**src/rtl/brlite_local_arbiter_if.sv**
```systemverilog
// BrLite local-port injection arbiter: flit types and requester/router bundle.
// The slave modport is the arbiter's view; master is the environment's view.
package brlite_pkg;
  typedef logic [3:0] br_id_t;
  typedef struct packed {
    logic [1:0] service;
    logic [7:0] seq_source;
    br_id_t     id;
    logic [7:0] payload;
  } br_data_t;
endpackage

interface brlite_local_arbiter_if #(
  parameter int NREQ = 4
);
  import brlite_pkg::*;
  localparam int IW = $clog2(NREQ);

  logic [NREQ-1:0]      req_i;
  br_data_t [NREQ-1:0]  flit_i;
  logic [NREQ-1:0]      ack_o;
  br_data_t             rtr_flit_o;
  logic                 rtr_req_o;
  logic                 rtr_ack_i;
  logic                 rtr_busy_i;
  logic [IW-1:0]        grant_idx_o;

  modport slave (
    input  req_i, flit_i, rtr_ack_i, rtr_busy_i,
    output ack_o, rtr_flit_o, rtr_req_o, grant_idx_o
  );

  modport master (
    output req_i, flit_i, rtr_ack_i, rtr_busy_i,
    input  ack_o, rtr_flit_o, rtr_req_o, grant_idx_o
  );
endinterface

```
**src/rtl/brlite_local_arbiter.sv**
```systemverilog
// Round-robin arbiter sharing one BrLite LOCAL port among NREQ requesters.
// Optional BRLITE_INJ_ID_EN stamps an internal wrapping id on each injection.
module brlite_local_arbiter
  import brlite_pkg::*;
#(
  parameter int NREQ = 4
) (
  input  logic                   clk_i,
  input  logic                   rst_i,
  brlite_local_arbiter_if.slave  bus
);
  localparam int IW = $clog2(NREQ);

  localparam logic [1:0] S_IDLE = 2'd0;
  localparam logic [1:0] S_SEND = 2'd1;
  localparam logic [1:0] S_HOLD = 2'd2;

  logic [1:0]      state_q, state_d;
  logic [IW-1:0]   last_q, last_d;
  logic [IW-1:0]   gidx_q, gidx_d;
  br_data_t        flit_q, flit_d;
  logic            req_q, req_d;
  logic [NREQ-1:0] ack_q, ack_d;
  logic [IW-1:0]   sel_idx;
  logic [IW-1:0]   k;
  logic            sel_vld;

`ifdef BRLITE_INJ_ID_EN
  br_id_t id_q, id_d;
`endif

  // Scan downward so the smallest offset from last+1 wins.
  always_comb begin
    sel_vld = 1'b0;
    sel_idx = last_q;
    k       = '0;
    for (int i = NREQ; i >= 1; i--) begin
      k = IW'((int'(last_q) + i) % NREQ);
      if (bus.req_i[k]) begin
        sel_vld = 1'b1;
        sel_idx = k;
      end
    end
  end

  always_comb begin
    state_d = state_q;
    last_d  = last_q;
    gidx_d  = gidx_q;
    flit_d  = flit_q;
    req_d   = req_q;
    ack_d   = '0;
`ifdef BRLITE_INJ_ID_EN
    id_d    = id_q;
`endif
    unique case (state_q)
      S_IDLE: begin
        if (sel_vld && !bus.rtr_busy_i) begin
          flit_d  = bus.flit_i[sel_idx];
`ifdef BRLITE_INJ_ID_EN
          flit_d.id = id_q;
`endif
          req_d   = 1'b1;
          gidx_d  = sel_idx;
          last_d  = sel_idx;
          state_d = S_SEND;
        end
      end
      S_SEND: begin
        if (bus.rtr_ack_i) begin
          req_d         = 1'b0;
          ack_d[gidx_q] = 1'b1;
          state_d       = S_HOLD;
`ifdef BRLITE_INJ_ID_EN
          id_d          = id_q + 1'b1;
`endif
        end
      end
      S_HOLD: begin
        if (!bus.rtr_busy_i) state_d = S_IDLE;
      end
      default: state_d = S_IDLE;
    endcase
  end

  always_ff @(posedge clk_i) begin
    if (rst_i) begin
      state_q <= S_IDLE;
      last_q  <= IW'(NREQ - 1);
      gidx_q  <= '0;
      flit_q  <= '0;
      req_q   <= 1'b0;
      ack_q   <= '0;
`ifdef BRLITE_INJ_ID_EN
      id_q    <= '0;
`endif
    end else begin
      state_q <= state_d;
      last_q  <= last_d;
      gidx_q  <= gidx_d;
      flit_q  <= flit_d;
      req_q   <= req_d;
      ack_q   <= ack_d;
`ifdef BRLITE_INJ_ID_EN
      id_q    <= id_d;
`endif
    end
  end

  assign bus.ack_o       = ack_q;
  assign bus.rtr_flit_o  = flit_q;
  assign bus.rtr_req_o   = req_q;
  assign bus.grant_idx_o = gidx_q;
endmodule

```
**src/flat_wrapper.sv**
```systemverilog
// flat-port wrapper written by rule: the top's interface ports become plain ports
module brlite_local_arbiter_flat import brlite_pkg::*;
#(
  parameter int NREQ = 4
)
  (clk_i, rst_i, bus_req_i, bus_flit_i, bus_rtr_ack_i, bus_rtr_busy_i, bus_ack_o, bus_rtr_flit_o, bus_rtr_req_o, bus_grant_idx_o);
  brlite_local_arbiter_if #(.NREQ(NREQ)) bus_i ();
  input  logic clk_i;
  input  logic rst_i;
  input wire logic [$bits(bus_i.req_i)-1:0] bus_req_i;
  input wire logic [$bits(bus_i.flit_i)-1:0] bus_flit_i;
  input wire logic [$bits(bus_i.rtr_ack_i)-1:0] bus_rtr_ack_i;
  input wire logic [$bits(bus_i.rtr_busy_i)-1:0] bus_rtr_busy_i;
  output wire logic [$bits(bus_i.ack_o)-1:0] bus_ack_o;
  output wire logic [$bits(bus_i.rtr_flit_o)-1:0] bus_rtr_flit_o;
  output wire logic [$bits(bus_i.rtr_req_o)-1:0] bus_rtr_req_o;
  output wire logic [$bits(bus_i.grant_idx_o)-1:0] bus_grant_idx_o;
  assign bus_i.req_i = bus_req_i;
  assign bus_i.flit_i = bus_flit_i;
  assign bus_i.rtr_ack_i = bus_rtr_ack_i;
  assign bus_i.rtr_busy_i = bus_rtr_busy_i;
  assign bus_ack_o = bus_i.ack_o;
  assign bus_rtr_flit_o = bus_i.rtr_flit_o;
  assign bus_rtr_req_o = bus_i.rtr_req_o;
  assign bus_grant_idx_o = bus_i.grant_idx_o;
  brlite_local_arbiter #(.NREQ(NREQ)) u_core (.clk_i(clk_i), .rst_i(rst_i), .bus(bus_i));
endmodule
```
**config.mk**
```make
export PLATFORM = sky130hd
export DESIGN_NAME = brlite_local_arbiter_flat
export DESIGN_NICKNAME = d
export VERILOG_FILES = /design/src/rtl/brlite_local_arbiter_if.sv /design/src/rtl/brlite_local_arbiter.sv /design/src/flat_wrapper.sv
export SDC_FILE = /design/constraint.sdc
export NUM_CORES = 1
export LEC_CHECK = 0
export ABC_AREA = 0
export ABC_CLOCK_PERIOD_IN_PS = 3000
export CAP_MARGIN = 0
export CORE_ASPECT_RATIO = 1.2
export CORE_MARGIN = 2
export CORE_UTILIZATION = 39
export CTS_CLUSTER_SIZE = 8
export DETAILED_ROUTE_END_ITERATION = 16
export HOLD_SLACK_MARGIN = 0.05
export PLACE_DENSITY = 0.85
export SYNTH_ARGS = -nofsm -noshare
export SYNTH_HDL_FRONTEND = slang
export SYNTH_SLANG_ARGS = --single-unit
```
**constraint.sdc**
```tcl
create_clock -name clk_i -period 3 [get_ports clk_i]
set_input_delay 0.45 -clock clk_i [delete_from_list [all_inputs] [get_ports clk_i]]
set_output_delay 0.45 -clock clk_i [all_outputs]
set_load 0.02 [all_outputs]
```
* After elaboration in Yosys (flattened, before gate mapping)
Index checks and enable logic that the tools add are counted.
** Word-level totals
- Register bits :: 33
- Logic and storage cells :: 63
- Output and inout bits :: 29
- Bits of input ports :: 96
** Cells by class
- Equality and inequality tests :: 5
- Add/sub/neg operators :: 4
- Bitwise gates (word level) :: 2
- Reduce and logical (&&, ||, !) cells :: 9
- Magnitude comparators :: 7
- Mux-type cells :: 27
** Operator list (number)
- binary-select mux 22 bit (select 2 bit) :: 1
- two-way mux 22 bit :: 1
- less-than comparator 2 x 3 -> 1 bit, second input constant :: 6
- two-way mux 2 bit :: 7
- two-way mux 1 bit :: 11
- binary-select mux 1 bit (select 2 bit) :: 4
- one-hot mux 2 bit (3 select lines) :: 1
- AND reduction 3 bit :: 2
- adder 2 x 1 -> 2 bit, second input constant :: 2
- adder 2 bit, second input constant :: 2
- inequality test 2 bit, second input constant :: 2
- OR reduction 3 bit :: 1
- demux 1 bit (select 2 bit) :: 1
- equality test 2 x 1 -> 1 bit, second input constant :: 1
- equality test 2 bit, second input constant :: 1
- >= comparator 2 x 1 -> 1 bit, second input constant :: 1
- logical AND 1 bit :: 2
- logical NOT 2 bit :: 1
- inequality test 2 x 1 -> 1 bit, second input constant :: 1
- NOT 1 bit :: 2
- one-hot mux 1 bit (2 select lines) :: 1
- AND reduction 2 bit :: 1
- nonzero test 2 bit :: 1
- logical NOT 1 bit :: 1

* Depth between registers and ports, before layout
Gate-level depths: netlist of the first run.
- Depth in word-level cells :: 10
- Gate-level depth with buffers :: 7
- Depth with buffers taken out :: 5

* Least setup slack after synthesis of the first run
Ideal clock, no wire load.
- Kind :: input to register
- Start :: input bus_req_i[3]
- End :: register u_core.flit_q (netlist bit u_core.bus.rtr_flit_o[12])
- Cell stages on the path :: 7
- Path slack :: 1.274 ns
- Arrival time :: 1.593 ns
- Buffers on the path :: 2
- Required time :: 2.866 ns
- Path through :: nor2b_1 o21ai_1 o211a_1 buf_2 buf_4 mux2i_1 o2111ai_2
** Between the ends
- Longest elaborated chain between the ends :: 8
- Elaborated cells between the ends (all ways) :: 20
** RTL lines
- start, declared :: line flat_wrapper.sv:10 : input wire logic [$bits(bus_i.req_i)-1:0] bus_req_i;
- binary-select mux 1 bit (select 2 bit) :: line brlite_local_arbiter.sv:39 : if (bus.req_i[k]) begin
- two-way mux 1 bit (not written as such) :: line brlite_local_arbiter.sv:39
- two-way mux 2 bit or two-way mux 1 bit (tied branches) (4 in a row) :: line brlite_local_arbiter.sv:39
- binary-select mux 22 bit (select 2 bit) or logical AND 1 bit (tied branches) :: line brlite_local_arbiter.sv:59, brlite_local_arbiter.sv:58
- two-way mux 22 bit (not written as such) or AND reduction 2 bit (tied branches)
- end signal, assigned :: line brlite_local_arbiter.sv:101 : flit_q <= flit_d;
- end, declared :: line brlite_local_arbiter.sv:21 : br_data_t flit_q, flit_d;
Parallel ways exist; a longest one is shown, timed or not. The select of a mux whose other input is x is not followed.
A chain may end at the register's enable or synchronous reset.

* Worst setup path in the final report of the first run
- Start :: input bus_req_i[3]
- End :: register u_core.flit_q (netlist bit u_core.bus.rtr_flit_o[17])
Same word-level chain as after synthesis.

==> summary.md, run 1 <==
| Metric | Value |
|---|---|
| Delay of the slowest critical-path stage | `roughly 480 ps` |
| Chip Width | `just under 70 um` |
| Remaining antenna violation count | `0` |
| IO Port Bufs | `about 120` |
| Worst endpoint data arrival time | `about 2400 ps` |
| PwrDens | `around 430 mW/mm^2` |
| Post-cts sizing count | `0` |
| Post-route setup slack | `approximately 740 ps` |
| Hold Crit Class | `reg -> reg` |
| Worst vdd ir | `between 300 and 400 uV` |
| Int Power | `~0.98 mW` |
| First-pass GRT wire length | `about 9800 um` |
| Post-DR vias/cell | `between 5 and 6` |
| Count of final max-slew check failures | `0` |
| Synth Net Count | `roughly 300` |
| Drt initial violations | `85` |
| Final Hold Fails | `0` |
| Post-Synthesis Cells | `approximately 210` |
| CTS root buf | `clkbuf_8` |
| Crit-path max FO | `46` |
| H-tree levels | `2` |
| CTS buffer count | `5` |
| Sequential Power Share | `0.362` |
| Post-synth EDFFs | `0` |
| Chip height | `81.4 um` |
| Filler cells | `about 400` |
| Static Leakage | `~1.3 nW` |
| Comb power frac | `0.384` |
| Routed Wire Length | `6360 um` |
| Layout cells sized above 1 | `0.134` |
| Setup Buffers After CTS | `0` |
| Inserted Diodes | `0` |
| Starting Density | `0.400` |
| GR Overflow Total | `0` |
| Tmin final | `between 2000 and 2500 ps` |
| Mapped cell area | `0.00195 mm^2` |
| Async SR Flop Fraction | `0` |
| Yosys reg bits | `33` |
| Clock Tree Buf Depth | `2` |
| Worst-Margin Slew | `between 400 and 500 ps` |
| DR DRC count | `0` |
| Commonest cells after routing, fill and taps aside | `clkdlybuf4s50_1 (124), nand4_1 (44), dfxtp_1 (33)` |
| GRT Overall Usage | `0.228` |
| Number of cell rows | `28` |
| Commonest non-fill, non-tap cell in the layout | `clkdlybuf4s50_1` |
| Max-Cap Viols | `0` |
| Slew headroom | `0.674` |
| WP data required | `about 3100 ps` |
| Vias in the first global route | `between 2,000 and 2,500` |
| Worst-path clk slew | `~60 ps` |
| 1st-pass router iterations | `4` |
| Kind of critical path | `in -> reg` |
| Vias | `about 2,200` |
| Hold buffers post-CTS | `0` |
| Post-Syn Area per Cell | `between 9 and 10 um^2` |
| FF/Latch Area | `around 660 um^2` |
| Register area share after synthesis | `0.340` |
| CTS tree | `yes` |
| Net Sw Power | `0.449 mW` |
| Post-Route Skew | `roughly 4.2 ps` |
| Ys Warns | `0` |
| Antenna violations before repair | `0` |
| Area grow syn2layout | `71.0%` |
| Clk sinks | `33` |
| Area of the multi-input gates | `0.00116 mm^2` |
| Post-layout util | `0.683` |
| Largest net degree at the start of global routing | `47` |
| Hold WS | `between 400 and 500 ps` |
| Endpoints failing setup | `0` |
| RSZ-0062 raised after global routing | `false` |
| Setup_tns | `0 ps` |
| DPL Wire Length | `between 4000 and 5000 um` |
| Clk pwr share | `0.255` |
| Synth unique cells | `33` |
| Slowest stage cell, crit path | `and2_4` |
| Crit end category | `register` |
| CORE AREA | `0.00487 mm^2` |
| Place WS | `between 400 and 500 ps` |
| Sw frac | `0.313` |
| DR WL/cell | `between 15 and 20 um` |
| Worst-Skew Late Latency | `between 200 and 300 ps` |
| Post-synth top flop | `dfxtp_1` |
| Final nets | `around 420` |
| Run status | `finished clean` |
| Period utilisation layout | `0.753` |
| Cells along the critical path | `clkdlybuf4s50_1 -> nor2b_1 -> o21ai_0 -> and2_4 -> nand2b_4 -> o2111ai_2` |
| Highest clock rate | `0.443 GHz` |
| # IOs | `125` |
| Die footprint | `approximately 0.0056 mm^2` |
| Startpoint type of the worst setup path | `input pin` |
| GPL Wtd Cong | `around 0.79` |
==> sequential cells by signal, summed over array words and instances, names as in the netlist <==
register,flops
u_core.bus.rtr_req_o,1
u_core.bus.rtr_flit_o,22
u_core.bus.grant_idx_o,2
u_core.last_q,2
u_core.state_q,2
u_core.bus.ack_o,4
==> critical path: cells and delay by family <==
kind            cells  cell delay [ps]
compound gates      2              320
simple gates        3             1140
buf+inv             1              470
==> power groups by stage <==
stage	Sequential, mW	Combinational [mW]	Clock, mW
after floorplan	0.577	0.230	0
after global placement	0.526	0.540	0
after detailed placement	0.527	0.550	0
after CTS	0.518	0.552	0.373
after global routing	0.523	0.587	0.385
final	0.518	0.550	0.365
==> metal layers <==
| layer | part of all wire | GRT usage | vias to the layer above |
|---|---|---|---|
| met5 | 0 | 0 | - |
| met4 | 0.014 | 0.0640 | 0 |
| met3 | 0.078 | 0.0582 | 10 |
| met2 | 0.51 | 0.408 | 81 |
| met1 | 0.40 | 0.261 | 1007 |
| li1 | - | - | 1056 |
==> final timing paths <==
check / from / end / slack (ps) / cells past startpoint
max: bus_req_i[3] / u_core.bus.rtr_flit_o[17]$_SDFFE_PP0P_ / 740 / 6
min: u_core.bus.rtr_flit_o[0]$_SDFFE_PP0P_ / u_core.bus.rtr_flit_o[0]$_SDFFE_PP0P_ / 460 / 2
max reg2reg: u_core.last_q[0]$_SDFFE_PP1P_ / u_core.bus.rtr_flit_o[17]$_SDFFE_PP0P_ / 1100 / 5
min reg2reg: u_core.bus.rtr_flit_o[0]$_SDFFE_PP0P_ / u_core.bus.rtr_flit_o[0]$_SDFFE_PP0P_ / 460 / 2
==> cell usage after synthesis (3+ instances only) <==
| master | number | share of area |
|---|---|---|
| o2111ai_2 | 20 | 0.15 |
| buf_1 | 4 | 0.0077 |
| buf_2 | 8 | 0.021 |
| dfxtp_1 | 33 | 0.34 |
| nor2_1 | 12 | 0.023 |
| clkbuf_1 | 4 | 0.0077 |
| a21oi_1 | 4 | 0.010 |
| nor2b_1 | 3 | 0.0096 |
| nand4_1 | 44 | 0.14 |
| buf_6 | 3 | 0.017 |
| mux2i_1 | 22 | 0.11 |
| nand2_1 | 26 | 0.050 |
==> metrics by stage <==
stage | area, um^2 | cells | power (mW)
final | 3330 | 389 | 1.43
after global routing | 3330 | 389 | 1.49
after CTS | 3330 | 389 | 1.44
after detailed placement | 3230 | 381 | 1.08
after global placement | 3230 | 381 | 1.07
after floorplan | 1950 | 209 | 0.807
==> cell type report <==
cell class,instances,area share
inverter,1,0.00113
timing repair buffer,133,0.397
clock inverter,1,0.00150
multi-input combinational,154,0.350
sequential,33,0.199
tap,60,0.0226
clock buffer,7,0.0290
==> kinds of logic (layout without fill, tap and decap cells) <==
logic type | count (synthesis) | after routing | synth area share
mux | 22 | 22 | 0.113
simple gates | 97 | 97 | 0.272
buf+inv | 22 | 142 | 0.0630
compound gates | 35 | 35 | 0.212
flops | 33 | 33 | 0.340
Power figures use the tool's default switching activity.
==> inputs of run 2 (changes only) <==
Settings changed: ABC_CLOCK_PERIOD_IN_PS 3000 to 2300, CORE_UTILIZATION 39 to 37, PLACE_DENSITY 0.85 to 0.82.
Clock period 3 ns to 2.3 ns, I/O delays scaled along.
==> run 2 against run 1 <==
First-iteration DRC count is 46% higher. Largest cell class unchanged. Clock skew grew 3.5 ps. Register-to-register slack got worse by 520 ps. Count of clock-buffer cells in the layout is 1 lower. Critical path type unchanged. Final cell count is 0.26% higher. Routed wire length up 0.71%.
==> summary.md, run 2 (synthesis results as in run 1) <==
| Metric | Value |
|---|---|
| Worst endpoint data arrival time | `2160 ps` |
| Run status | `finished clean` |
| Tmin final | `between 1500 and 2000 ps` |
| Hold path start | `u_core.bus.rtr_req_o$_SDFFE_PP0P_` |
| Post-cts sizing count | `0` |
| FF/Latch Area | `~660 um^2` |
| Slew headroom | `0.361` |
| Drt initial violations | `about 120` |
| Worst-path clk slew | `70 ps` |
| Clk sinks | `33` |
| Clock Tree Buf Depth | `2` |
| Endpoints failing setup | `0` |
| Inserted Diodes | `0` |
| Largest register FFs | `22` |
| Place WS | `35.9 ps` |
| Remaining antenna violation count | `0` |
| Post-DR vias/cell | `about 5.6` |
| Post-layout util | `0.664` |
| CTS root buf | `clkbuf_8` |
| Area of the multi-input gates | `between 0.001 and 0.0015 mm^2` |
| Layout cells sized above 1 | `0.133` |
| CTS buffer count | `5` |
| R2R Setup Slk | `580 ps` |
| Hold endpoint | `u_core.bus.rtr_req_o$_SDFFE_PP0P_` |
| Inst Count DP | `382` |
| Area grow syn2layout | `71.1%` |
| PwrDens | `548 mW/mm^2` |
| Worst Reg-to-Reg Cells | `5` |
| RSZ-0062 raised after global routing | `false` |
| Filler cells | `a little over 400` |
| Period utilisation layout | `0.851` |
| Routed Wire Length | `between 6000 and 7000 um` |
| # IOs | `125` |
| Worst vdd ir | `~410 uV` |
| Worst reg2reg endpoint | `u_core.bus.rtr_flit_o[13]$_SDFFE_PP0P_` |
| Worst Hold Depth | `2` |
| CP Launch Point | `bus_req_i[0]` |
| Number of cell rows | `28` |
| Final Hold Fails | `0` |
| IO Port Bufs | `approximately 120` |
| Crit-path max FO | `22` |
| Crit end category | `register` |
| Startpoint type of the worst setup path | `input pin` |
| Setup Buffers After CTS | `0` |
| GPL Wtd Cong | `0.760` |
| Worst R2R Start | `u_core.state_q[1]$_SDFFE_PP0P_` |
| Post-Route Skew | `approximately 7.6 ps` |
| Largest net degree at the start of global routing | `32` |
| WP data required | `between 2000 and 3000 ps` |
| H-tree levels | `2` |
| 1st-pass router iterations | `4` |
| GR Overflow Total | `0` |
| Commonest non-fill, non-tap cell in the layout | `clkdlybuf4s50_1` |
| Max-Cap Viols | `0` |
| Chip Width | `around 70 um` |
| Layout Cells excl Fill | `around 400` |
| Post-route setup slack | `342 ps` |
| Commonest cells after routing, fill and taps aside | `clkdlybuf4s50_1 (124), nand4_1 (44), dfxtp_1 (33)` |
| DPL Wire Length | `4790 um` |
| Chip height | `83.4 um` |
| Setup_tns | `0 ps` |
| Worst-Margin Slew | `about 960 ps` |
| DR DRC count | `0` |
| Antenna violations before repair | `0` |
| Static Leakage | `roughly 1.3 nW` |
| First-pass GRT wire length | `~10,000 um` |
| Count of final max-slew check failures | `0` |
| Worst-Skew Late Latency | `~280 ps` |
| Highest clock rate | `a little over 0.5 GHz` |
| DR WL/cell | `roughly 16 um` |
| Die footprint | `a little under 0.006 mm^2` |
| Vias | `~2,200` |
| GRT Overall Usage | `0.216` |
| Final nets | `between 400 and 500` |
| Kind of critical path | `in -> reg` |
| CORE AREA | `0.00501 mm^2` |
| Hold buffers post-CTS | `0` |
| Starting Density | `0.388` |
| Vias in the first global route | `roughly 2,200` |
| Hold Crit Class | `reg -> reg` |
| CTS tree | `yes` |
run 2: cell types whose count changed in the layout (fill, tap and decap cells not counted):
cell      change
buf_12        +1
clkbuf_1      +1
clkbuf_8      -2
clkinv_2      +1
run 2: through the flow:
stage | total power [mW] | area (um^2) | hold slack, ps
floorplan | 1.05 | 1950 | 480
global placement | 1.40 | 3250 | 445
detailed placement | 1.41 | 3250 | 452
CTS | 1.84 | 3330 | 464
global route | 1.92 | 3330 | 496
finish | 1.82 | 3330 | 461
run 2: worst max path at each step:
stage,endpoint,slack [ps]
after floorplan,u_core.bus.rtr_flit_o[12]$_SDFFE_PP0P_,680
after detailed placement,u_core.bus.rtr_flit_o[20]$_SDFFE_PP0P_,40
after CTS,u_core.bus.rtr_flit_o[13]$_SDFFE_PP0P_,330
after global placement,u_core.bus.rtr_flit_o[9]$_SDFFE_PP0P_,60
after global routing,u_core.bus.rtr_flit_o[13]$_SDFFE_PP0P_,220
final,u_core.bus.rtr_flit_o[13]$_SDFFE_PP0P_,340
run 2: area by class of cell:
class	count	area share
Timing Repair Buffer	134	0.403
Multi-Input combinational cell	154	0.350
Sequential cell	33	0.198
Tap cell	60	0.0226
Clock buffer	6	0.0218
Clock inverter	2	0.00301
Inverter	1	0.00113
run 2: per-layer routing:
layer,global-route usage,vias to the layer above,share of wire
met5,0,-,0
met4,0.0804,0,0.018
met3,0.0570,11,0.067
met2,0.389,92,0.53
met1,0.241,1030,0.38
li1,-,1061,-
run 2: power by group:
group          internal, mW  switching (mW)  total [mW]
registers             0.636          0.0408       0.676
logic                 0.387           0.339       0.726
clock network         0.210           0.213       0.423
total                  1.23           0.593        1.82
run 2: worst max-delay path, stage by stage:
cell and delay, ps:
clkdlybuf4s50_1 470, nor2_1 160, a21boi_0 140, nor2_2 740, nand2_1 180, o2111ai_2 110
